===== src/rtl/watch_mode_seq.sv =====
// Watch mode/time-set sequencer: button edge detect, mode cycling, HH:MM digit editor, commit strobes.
// Button actions take effect at the posedge they are first seen high; optional digit blink via SET_BLINK_EN.
module watch_mode_seq #(
   parameter int BLINK_DIV = 25
) (
   input  logic       clk,
   input  logic       reset,
   input  logic       modeBtn,
   input  logic       setBtn,
   input  logic       nextBtn,
   input  logic       upBtn,
   input  logic [3:0] curH1,
   input  logic [3:0] curH0,
   input  logic [3:0] curM1,
   input  logic [3:0] curM0,
   output logic [2:0] mode,
   output logic       editing,
   output logic [1:0] digitSel,
   output logic [3:0] edH1,
   output logic [3:0] edH0,
   output logic [3:0] edM1,
   output logic [3:0] edM0,
   output logic       commitWatch,
   output logic       commitAlarm,
   output logic [3:0] blank
);

   typedef enum logic [1:0] {ST_RUN, ST_LOAD, ST_EDIT, ST_COMMIT} state_t;

   localparam logic [1:0] MODE_WATCH = 2'd0;
   localparam logic [1:0] MODE_ALARM = 2'd2;

   state_t     state_q, state_d;
   logic [1:0] mode_q, mode_d;
   logic [1:0] dsel_q, dsel_d;
   logic [3:0] h1_q, h1_d, h0_q, h0_d, m1_q, m1_d, m0_q, m0_d;
   logic       editing_q, editing_d;
   logic       cw_q, cw_d, ca_q, ca_d;
   logic [3:0] btn_q, btn_d, btn_edge;
   logic       mode_edge, set_edge, next_edge, up_edge;
   logic [3:0] ld_h1, ld_h0, ld_m1, ld_m0;

   assign btn_d    = {modeBtn, setBtn, nextBtn, upBtn};
   assign btn_edge = btn_d & ~btn_q;
   assign {mode_edge, set_edge, next_edge, up_edge} = btn_edge;

   // Sanitise the preload value; H0 is range-checked against the already-cleaned H1.
   always_comb begin
      ld_h1 = (curH1 > 4'd2) ? 4'd0 : curH1;
      ld_h0 = ((curH0 > 4'd9) || ((ld_h1 == 4'd2) && (curH0 > 4'd3))) ? 4'd0 : curH0;
      ld_m1 = (curM1 > 4'd5) ? 4'd0 : curM1;
      ld_m0 = (curM0 > 4'd9) ? 4'd0 : curM0;
   end

   always_comb begin
      state_d = state_q;
      mode_d  = mode_q;
      dsel_d  = dsel_q;
      h1_d    = h1_q;
      h0_d    = h0_q;
      m1_d    = m1_q;
      m0_d    = m0_q;
      case (state_q)
         ST_RUN: begin
            if (set_edge && ((mode_q == MODE_WATCH) || (mode_q == MODE_ALARM))) begin
               state_d = ST_LOAD;
            end else if (mode_edge) begin
               mode_d = mode_q + 2'd1;
            end
         end
         ST_LOAD: begin
            h1_d    = ld_h1;
            h0_d    = ld_h0;
            m1_d    = ld_m1;
            m0_d    = ld_m0;
            dsel_d  = 2'd3;
            state_d = ST_EDIT;
         end
         ST_EDIT: begin
            if (set_edge) begin
               state_d = ST_COMMIT;
            end else if (next_edge) begin
               dsel_d = dsel_q - 2'd1;
            end else if (up_edge) begin
               case (dsel_q)
                  2'd3: begin
                     h1_d = (h1_q >= 4'd2) ? 4'd0 : h1_q + 4'd1;
                     if ((h1_d == 4'd2) && (h0_q > 4'd3)) begin
                        h0_d = 4'd3;
                     end
                  end
                  2'd2:    h0_d = (h0_q >= ((h1_q == 4'd2) ? 4'd3 : 4'd9)) ? 4'd0 : h0_q + 4'd1;
                  2'd1:    m1_d = (m1_q >= 4'd5) ? 4'd0 : m1_q + 4'd1;
                  default: m0_d = (m0_q >= 4'd9) ? 4'd0 : m0_q + 4'd1;
               endcase
            end
         end
         default: begin
            state_d = ST_RUN;
         end
      endcase
      editing_d = (state_d != ST_RUN);
      cw_d      = (state_d == ST_COMMIT) && (mode_q == MODE_WATCH);
      ca_d      = (state_d == ST_COMMIT) && (mode_q != MODE_WATCH);
   end

   always_ff @(posedge clk or posedge reset) begin
      if (reset) begin
         state_q   <= ST_RUN;
         mode_q    <= MODE_WATCH;
         dsel_q    <= 2'd3;
         h1_q      <= 4'd0;
         h0_q      <= 4'd0;
         m1_q      <= 4'd0;
         m0_q      <= 4'd0;
         editing_q <= 1'b0;
         cw_q      <= 1'b0;
         ca_q      <= 1'b0;
         btn_q     <= 4'd0;
      end else begin
         state_q   <= state_d;
         mode_q    <= mode_d;
         dsel_q    <= dsel_d;
         h1_q      <= h1_d;
         h0_q      <= h0_d;
         m1_q      <= m1_d;
         m0_q      <= m0_d;
         editing_q <= editing_d;
         cw_q      <= cw_d;
         ca_q      <= ca_d;
         btn_q     <= btn_d;
      end
   end

   assign mode        = {1'b0, mode_q};
   assign editing     = editing_q;
   assign digitSel    = dsel_q;
   assign edH1        = h1_q;
   assign edH0        = h0_q;
   assign edM1        = m1_q;
   assign edM0        = m0_q;
   assign commitWatch = cw_q;
   assign commitAlarm = ca_q;

`ifdef SET_BLINK_EN
   localparam int CNT_W = (BLINK_DIV > 1) ? $clog2(2 * BLINK_DIV) : 1;

   logic [CNT_W-1:0] cnt_q, cnt_d;

   // Restart on EDIT entry and on every next/up so the touched digit shows immediately.
   always_comb begin
      cnt_d = '0;
      if ((state_d == ST_EDIT) && (state_q == ST_EDIT) && !next_edge && !up_edge) begin
         cnt_d = (cnt_q == CNT_W'(2 * BLINK_DIV - 1)) ? '0 : cnt_q + 1'b1;
      end
   end

   always_ff @(posedge clk or posedge reset) begin
      if (reset) begin
         cnt_q <= '0;
      end else begin
         cnt_q <= cnt_d;
      end
   end

   always_comb begin
      blank = 4'b0000;
      if ((state_q == ST_EDIT) && (cnt_q >= CNT_W'(BLINK_DIV))) begin
         blank[dsel_q] = 1'b1;
      end
   end
`else
   // BLINK_DIV has no effect without the blink feature.
   if (BLINK_DIV < 1) begin : g_blink_div_check
   end

   assign blank = 4'b0000;
`endif

endmodule


===== config.mk =====
export PLATFORM = sky130hd
export DESIGN_NAME = watch_mode_seq
export DESIGN_NICKNAME = d
export VERILOG_FILES = /design/src/rtl/watch_mode_seq.sv
export SDC_FILE = /design/constraint.sdc
export NUM_CORES = 1
export LEC_CHECK = 0
export CAP_MARGIN = 0
export CORE_MARGIN = 2
export CORE_UTILIZATION = 47
export DETAILED_ROUTE_END_ITERATION = 10
export HOLD_SLACK_MARGIN = 0.15
export PLACE_DENSITY = 0.74
export SETUP_SLACK_MARGIN = 0.3
export SLEW_MARGIN = 20
export SYNTH_ARGS = -nofsm -noshare
export SYNTH_HDL_FRONTEND = slang
export SYNTH_SLANG_ARGS = --single-unit
export TNS_END_PERCENT = 5

===== constraint.sdc =====
create_clock -name clk -period 3 [get_ports clk]
set_clock_uncertainty 0.05 [all_clocks]
set_input_delay 0.45 -clock clk [delete_from_list [all_inputs] [get_ports clk]]
set_output_delay 0.45 -clock clk [all_outputs]
set_load 0.005 [all_outputs]

==> results of run 1 <==
[per-stage QoR]
step	std cells	worst slack [ns]
6_report	294	0.659
4_1_cts	294	0.632
2_1_floorplan	198	0.867
3_5_place_dp	286	0.645
5_1_grt	294	0.456
3_3_place_gp	286	0.700
[Yosys cell counts, types with 4 or more instances]
| cell | number | share of area (%) |
|---|---|---|
| sky130_fd_sc_hd__nand2_1 | 7 | 1.3 |
| sky130_fd_sc_hd__ha_1 | 20 | 13 |
| sky130_fd_sc_hd__mux2_1 | 4 | 2.3 |
| sky130_fd_sc_hd__o22ai_1 | 4 | 1.3 |
| sky130_fd_sc_hd__mux2i_1 | 5 | 2.6 |
| sky130_fd_sc_hd__inv_1 | 20 | 3.9 |
| sky130_fd_sc_hd__buf_4 | 7 | 2.7 |
| sky130_fd_sc_hd__nand2b_1 | 11 | 3.5 |
| sky130_fd_sc_hd__nor2_1 | 9 | 1.7 |
| sky130_fd_sc_hd__a22oi_1 | 4 | 1.5 |
| sky130_fd_sc_hd__a32oi_1 | 5 | 2.2 |
| sky130_fd_sc_hd__dfrtp_1 | 27 | 35 |
| sky130_fd_sc_hd__a21oi_1 | 7 | 1.8 |
| sky130_fd_sc_hd__nand3_1 | 7 | 1.8 |
[power breakdown]
part	internal (uW)	switching, uW
combinational	721	669
clock	270	148
sequential	547	162
[worst max-delay path, cell delays in order, from the launching register on]
cell and delay, ns:
sky130_fd_sc_hd__dfrtp_1 0.46, sky130_fd_sc_hd__ha_1 0.27, sky130_fd_sc_hd__nand2_1 0.09, sky130_fd_sc_hd__ha_1 0.28
sky130_fd_sc_hd__a211o_1 0.33, sky130_fd_sc_hd__a211oi_1 0.46, sky130_fd_sc_hd__a31oi_1 0.15, sky130_fd_sc_hd__o221ai_1 0.16
[cell usage in the layout (no fill, tap or decap), drive strengths merged, types with 3 or more instances in the layout]
| cell type | n |
|---|---|
| nand2b | 11 |
| mux2 | 6 |
| nor4 | 3 |
| and2 | 4 |
| o22ai | 4 |
| nand2 | 7 |
| inv | 20 |
| nand3 | 7 |
| dfrtp | 27 |
| a211oi | 3 |
| mux2i | 5 |
| o21ai | 4 |
| ha | 20 |
| nor2b | 3 |
| conb | 5 |
| a21oi | 7 |
| nor4b | 4 |
| nor2 | 9 |
| a22oi | 4 |
| clkbuf | 7 |
| clkdlybuf4s50 | 44 |
| a32oi | 5 |
| o21a | 3 |
[layer usage]
layer / global-route usage, % / part of all wire [%]
met4: 6.00 / 1.2
met5: 0 / 0
met3: 5.59 / 5.4
met2: 28.5 / 46
met1: 26.4 / 48
[worst min-delay path by stage]
stage / startpoint / end / slack (ns)
6_report: edM1[3]$_DFFE_PP0P_ / edM1[3]$_DFFE_PP0P_ / 0.47
5_1_grt: mode_q[0]$_DFFE_PP0P_ / mode_q[0]$_DFFE_PP0P_ / 0.47
4_1_cts: mode_q[0]$_DFFE_PP0P_ / mode_q[0]$_DFFE_PP0P_ / 0.47
3_5_place_dp: edM1[3]$_DFFE_PP0P_ / edM1[3]$_DFFE_PP0P_ / 0.45
3_3_place_gp: mode_q[0]$_DFFE_PP0P_ / mode_q[0]$_DFFE_PP0P_ / 0.44
2_1_floorplan: upBtn / btn_q[0]$_DFF_PP0_ / 0.43
[layout make-up]
cell class	instances	area (um2)	share of cell area, %
clock buffer	7	86.3	3.40
clock inverter	1	30.0	1.18
inverter	20	75.1	2.96
multi-input combinational	141	1100	43.4
sequential	29	728	28.7
tap	50	62.6	2.46
timing repair buffer	46	455	17.9
[sequential cells by signal, summed over array words and instances (netlist names), 2 cells and up]
register,count
edM0,4
edH0,4
digitSel,2
state_q,2
edM1,4
edH1,4
mode_q,2
btn_q,4
[kinds of logic (layout without fill, tap and decap cells)]
kind of cell | after synthesis | in the layout | synth area share (%)
AND/OR/NAND/NOR | 57 | 57 | 18.3
AO/OA/AOI/OAI | 47 | 47 | 17.9
flip-flops | 29 | 29 | 37.4
buffers and inverters | 28 | 74 | 6.75
adder cells (fa/ha/maj) | 20 | 20 | 12.9
multiplexers | 11 | 11 | 6.23
other | 1 | 5 | 0.193
XOR/XNOR | 1 | 1 | 0.450
==> flow_summary_export.csv, run 1 <==
group,metric,value,unit
finish,insertedDiodeCount,0,
setup_path,setup.worst_path.end_class,"register",
synth,post_synth.cell_area_avg,10.0,um2
clock_network,post-cts-setup-buffers,0,
die,floorplan_row_count,23,
power_and_ir_drop,power_per_standard_cell_area,991,mW/mm2
setup_path,worst_path_fanout_max,5,
synth,netlist-cell-type-count,52,
die,chipWidth,68.4,um
routing,dr.pass1.iters,5,
setup_path,setup.worst_path.start,"edH1[1]$_DFFE_PP0P_",
placement,detailed_place.area,0.00242,mm2
finish,post-route-cell-area,0.00254,mm2
placement,place_hpwl,2970,um
timing,setup_tns,0,ns
finish,flow.area_growth_from_synthesis,30.5,%
timing,fin_worst_hold_slack,0.465,ns
min_path,holdCritPathClass,"register to register",
clock_network,worstSkewPairLatency,0.29,ns
synth,synth_ff_type,"sky130_fd_sc_hd__dfrtp_1",
global_routing,antenna_found_initial,0,
routing,drcViolationCount,0,
setup_path,timing_worst_setup_path_type,"register to register",
global_routing,grt_start_max_net_pins,30,
finish,nets,285,
setup_path,r2r-start,"edH1[1]$_DFFE_PP0P_",
timing,finalSetupViolations,0,
synth,synth-warning-count,0,
finish,final_layout_size_suffix_gt1_share,7.38,%
clock_network,cts-htree-levels,2,
global_routing,global_route_wire_length_before_repair,6660,um
timing,maxClockFrequency,427,MHz
setup_path,worst_setup_path_endpoint,"edH0[2]$_DFFE_PP0P_",
clock_network,clock_tree.root_cell,"sky130_fd_sc_hd__clkbuf_8",
routing,ratio_of_routed_vias_to_standard_cells,5.39,
power_and_ir_drop,finalPower,2520,uW
setup_path,critical_path_arrival,2.48,ns
routing,detailroute.via_count,1584,
setup_path,rrSetupSlack,0.66,ns
die,initial_core_util,48.7,%
synth,syn-cell-area,0.00195,mm2
clock_network,tritoncts_clock_tree,"yes",
timing,finalHoldViolations,0,
timing,worstMarginPinSlew,0.636,ns
clock_network,cts_resized,0,
synth,synth.ff_latch_count,29,
timing,grt_setup_unrepaired,"false",
synth,synth_seq_area_share,37.4,%
setup_path,number_of_cells_on_the_worst_reg_to_reg_path,7,
run,cap_viol_max_count,0,
finish,nFillCells,349,
clock_network,cts-buffers-inserted,5,
run_status,run_status,"completed",
clock_network,hold_buffers,0,
timing,timing_max_transition_violations_final,0,
timing,final_period_minus_worst_setup_slack,2.34,ns
clock_network,clockBufferDepth,2,
setup_path,timing.rr.end,"edH0[2]$_DFFE_PP0P_",
die,fp.coreArea,0.00400,mm2
timing,worst_slew_margin_rel,57.6,%
global_routing,gr-total-overflow,0,
global_routing,track_usage,19.1,%
die,dieHeight,68.4,um
setup_path,timing.critical_path.required,3.14,ns
die,design.die.area,0.00467,mm2
min_path,hold-path-cell-count,1,
routing,route.final.wire_length,3880,um
placement,routabilityCongestion,0.864,
setup_path,critPathLaunchType,"register",
placement,port_buffers,44,
synth,netlist_instances,194,
die,floorplan.io_pins,50,
timing,finalCritPeriodShare,78.0,%
clock_network,cts.clk_slew.worst_paths,0.07,ns
synth,postSynth.asyncResetShare,100,%
synth,synth-edff-count,0,
routing,post_drt_wl_per_cell,13.2,um
routing,route.antenna.remaining_nets,0,
routing,drt_iter0_drc,69,
clock_network,clock_sink_count,29,
power_and_ir_drop,power.ir.vdd_worst,0.522,mV
power_and_ir_drop,power.static_leakage,0.00117,uW
global_routing,first_global_vias,1443,
finish,finish.utilization,63.5,%
(Power assumes the default switching activity.)
==> run 2, diff against run 1 <==
==> constraint.sdc (replaced) <==
create_clock -name clk -period 2.4 [get_ports clk]
set_clock_uncertainty 0.05 [all_clocks]
set_input_delay 0.36 -clock clk [delete_from_list [all_inputs] [get_ports clk]]
set_output_delay 0.36 -clock clk [all_outputs]
set_load 0.005 [all_outputs]
==> run 2 against run 1 <==
Against the previous run:
- die area unchanged
- non-clock buffer count increased by 12
- final cell count increased by 4.1%
- fmax increased by 12%
- largest cell class unchanged
- design area increased by 6.1%
==> flow_summary_export.csv, run 2 (synthesized netlist as in run 1, its figures left out) <==
group,metric,value,unit
clock_network,clock_tree.root_cell,"sky130_fd_sc_hd__clkbuf_8",
setup_path,worst_path_max_delay_cell,"sky130_fd_sc_hd__dfrtp_2",
setup_path,cp_num_buf_inv,0,
clock_network,cts-htree-levels,2,
global_routing,grt_start_max_net_pins,30,
setup_path,critical_path_arrival,2.19,ns
placement,port_buffers,44,
die,fp.coreArea,0.00400,mm2
setup_path,rrSetupSlack,0.32,ns
die,floorplan.io_pins,50,
clock_network,worstSkewPairLatency,0.28,ns
power_and_ir_drop,power.static_leakage,0.00122,uW
setup_path,path_cells,"ha_4, nor4_4, o2111ai_4, a2111o_1, mux2_4",
die,design.die.area,0.00467,mm2
setup_path,critPathLaunchType,"register",
setup_path,setup.worst_path.end_class,"register",
setup_path,timing.critical_path.required,2.51,ns
routing,post_drt_wl_per_cell,14.2,um
timing,setup_tns,0,ns
timing,grt_setup_unrepaired,"true",
timing,final_period_minus_worst_setup_slack,2.08,ns
finish,nets,297,
global_routing,first_global_vias,1614,
power_and_ir_drop,power.ir.vdd_worst,0.627,mV
setup_path,critical_path_cell_count,5,
clock_network,clockBufferDepth,2,
finish,insertedDiodeCount,0,
finish,mostFrequentLayoutCell,"sky130_fd_sc_hd__clkdlybuf4s50_1",
setup_path,timing_worst_setup_path_type,"register to register",
setup_path,r2r-start,"edH1[1]$_DFFE_PP0P_",
routing,route.antenna.remaining_nets,0,
timing,maxClockFrequency,481,MHz
routing,dr.pass1.iters,4,
routing,route.final.wire_length,4340,um
die,chipWidth,68.4,um
run,cap_viol_max_count,0,
finish,finish.utilization,67.4,%
clock_network,cts.clk_slew.worst_paths,0.07,ns
finish,flow.area_growth_from_synthesis,38.4,%
clock_network,cts-buffers-inserted,5,
global_routing,gr-total-overflow,0,
placement,routabilityCongestion,0.876,
run_status,run_status,"completed",
setup_path,crit_path_largest_cell_delay,0.47,ns
finish,nFillCells,304,
global_routing,antenna_found_initial,0,
routing,detailroute.via_count,1667,
timing,timing_max_transition_violations_final,0,
routing,drcViolationCount,0,
finish,final_layout_size_suffix_gt1_share,15.2,%
die,floorplan_row_count,23,
setup_path,worst_path_fanout_max,5,
setup_path,number_of_cells_on_the_worst_reg_to_reg_path,5,
setup_path,timing.rr.end,"edH0[0]$_DFFE_PP0P_",
setup_path,setup.worst_path.start,"edH1[1]$_DFFE_PP0P_",
placement,place_hpwl,3030,um
finish,commonest_non_fill_non_tap_cells_in_the_layout,"sky130_fd_sc_hd__clkdlybuf4s50_1 (44), sky130_fd_sc_hd__dfrtp_1 (26), sky130_fd_sc_hd__inv_1 (19)",
clock_network,clock_sink_count,29,
routing,drt_iter0_drc,88,
power_and_ir_drop,power_per_standard_cell_area,1280,mW/mm2
global_routing,track_usage,20.0,%
timing,finalHoldViolations,0,
min_path,holdCritPathClass,"input port to async pin",
timing,finalSetupViolations,0,
global_routing,global_route_wire_length_before_repair,7020,um
clock_network,tritoncts_clock_tree,"yes",
routing,ratio_of_routed_vias_to_standard_cells,5.45,
die,dieHeight,68.4,um
timing,finalCritPeriodShare,86.7,%
setup_path,worst_setup_path_endpoint,"edH0[0]$_DFFE_PP0P_",
setup_path,cpLargestDelayFamily,"compound AO/OA/AOI/OAI gates",
die,initial_core_util,48.7,%
run 2: worst min-delay path by stage:
stage                                       end  slack [ns]  depth (start not counted)
after global placement    mode_q[0]$_DFFE_PP0P_        0.44                          1
after detailed placement  mode_q[0]$_DFFE_PP0P_        0.44                          1
after global routing         btn_q[3]$_DFF_PP0_        0.45                          3
final                       edH1[2]$_DFFE_PP0P_        0.40                          3
after CTS                   edH1[3]$_DFFE_PP0P_        0.42                          3
after floorplan              btn_q[0]$_DFF_PP0_        0.34                          0
run 2: tightest hold or removal path, delay by kind of cell:
family | cells | cell delay (ns)
buffers and inverters | 3 | 0.79
run 2: per-layer routing:
layer,vias up,track usage [%],wire (um)
met1,789,26.4,1900
li1,820,-,-
met5,-,0,0
met2,50,32.3,2120
met3,8,5.10,247
met4,0,5.75,64
run 2: report_power, final:
part	internal, uW	switching, uW
combinational	1070	963
clock	310	198
sequential	684	224
run 2: cell type report:
type                            instances  area [um2]  share of cell area (%)
Clock buffer                            5        68.8                    2.55
Sequential cell                        29         729                    27.1
Clock inverter                          3        46.3                    1.72
Multi-Input combinational cell        141        1170                    43.3
Inverter                               20        75.1                    2.79
Tap cell                               50        62.6                    2.32
Timing Repair Buffer                   58         546                    20.2
run 2: metrics by stage:
stage	instance area [um2]	total power, uW	worst slack (ns)	std cells	hold WS, ns
global placement	2460	2670	0.251	290	0.435
finish	2700	3440	0.319	306	0.403
global route	2700	3720	0.199	306	0.446
CTS	2620	3330	0.297	302	0.416
detailed placement	2460	2710	0.187	290	0.437
floorplan	1970	2050	0.364	198	0.341
run 2: what timing repair did:
item / in CTS / in global routing
hold buffers: 0 / 0
gates resized for setup: 5 / 6
buffers inserted: 4 / 4
setup endpoints to repair: 3 / 9
pin swaps: 5 / 6
hold endpoints to repair: 0 / 0
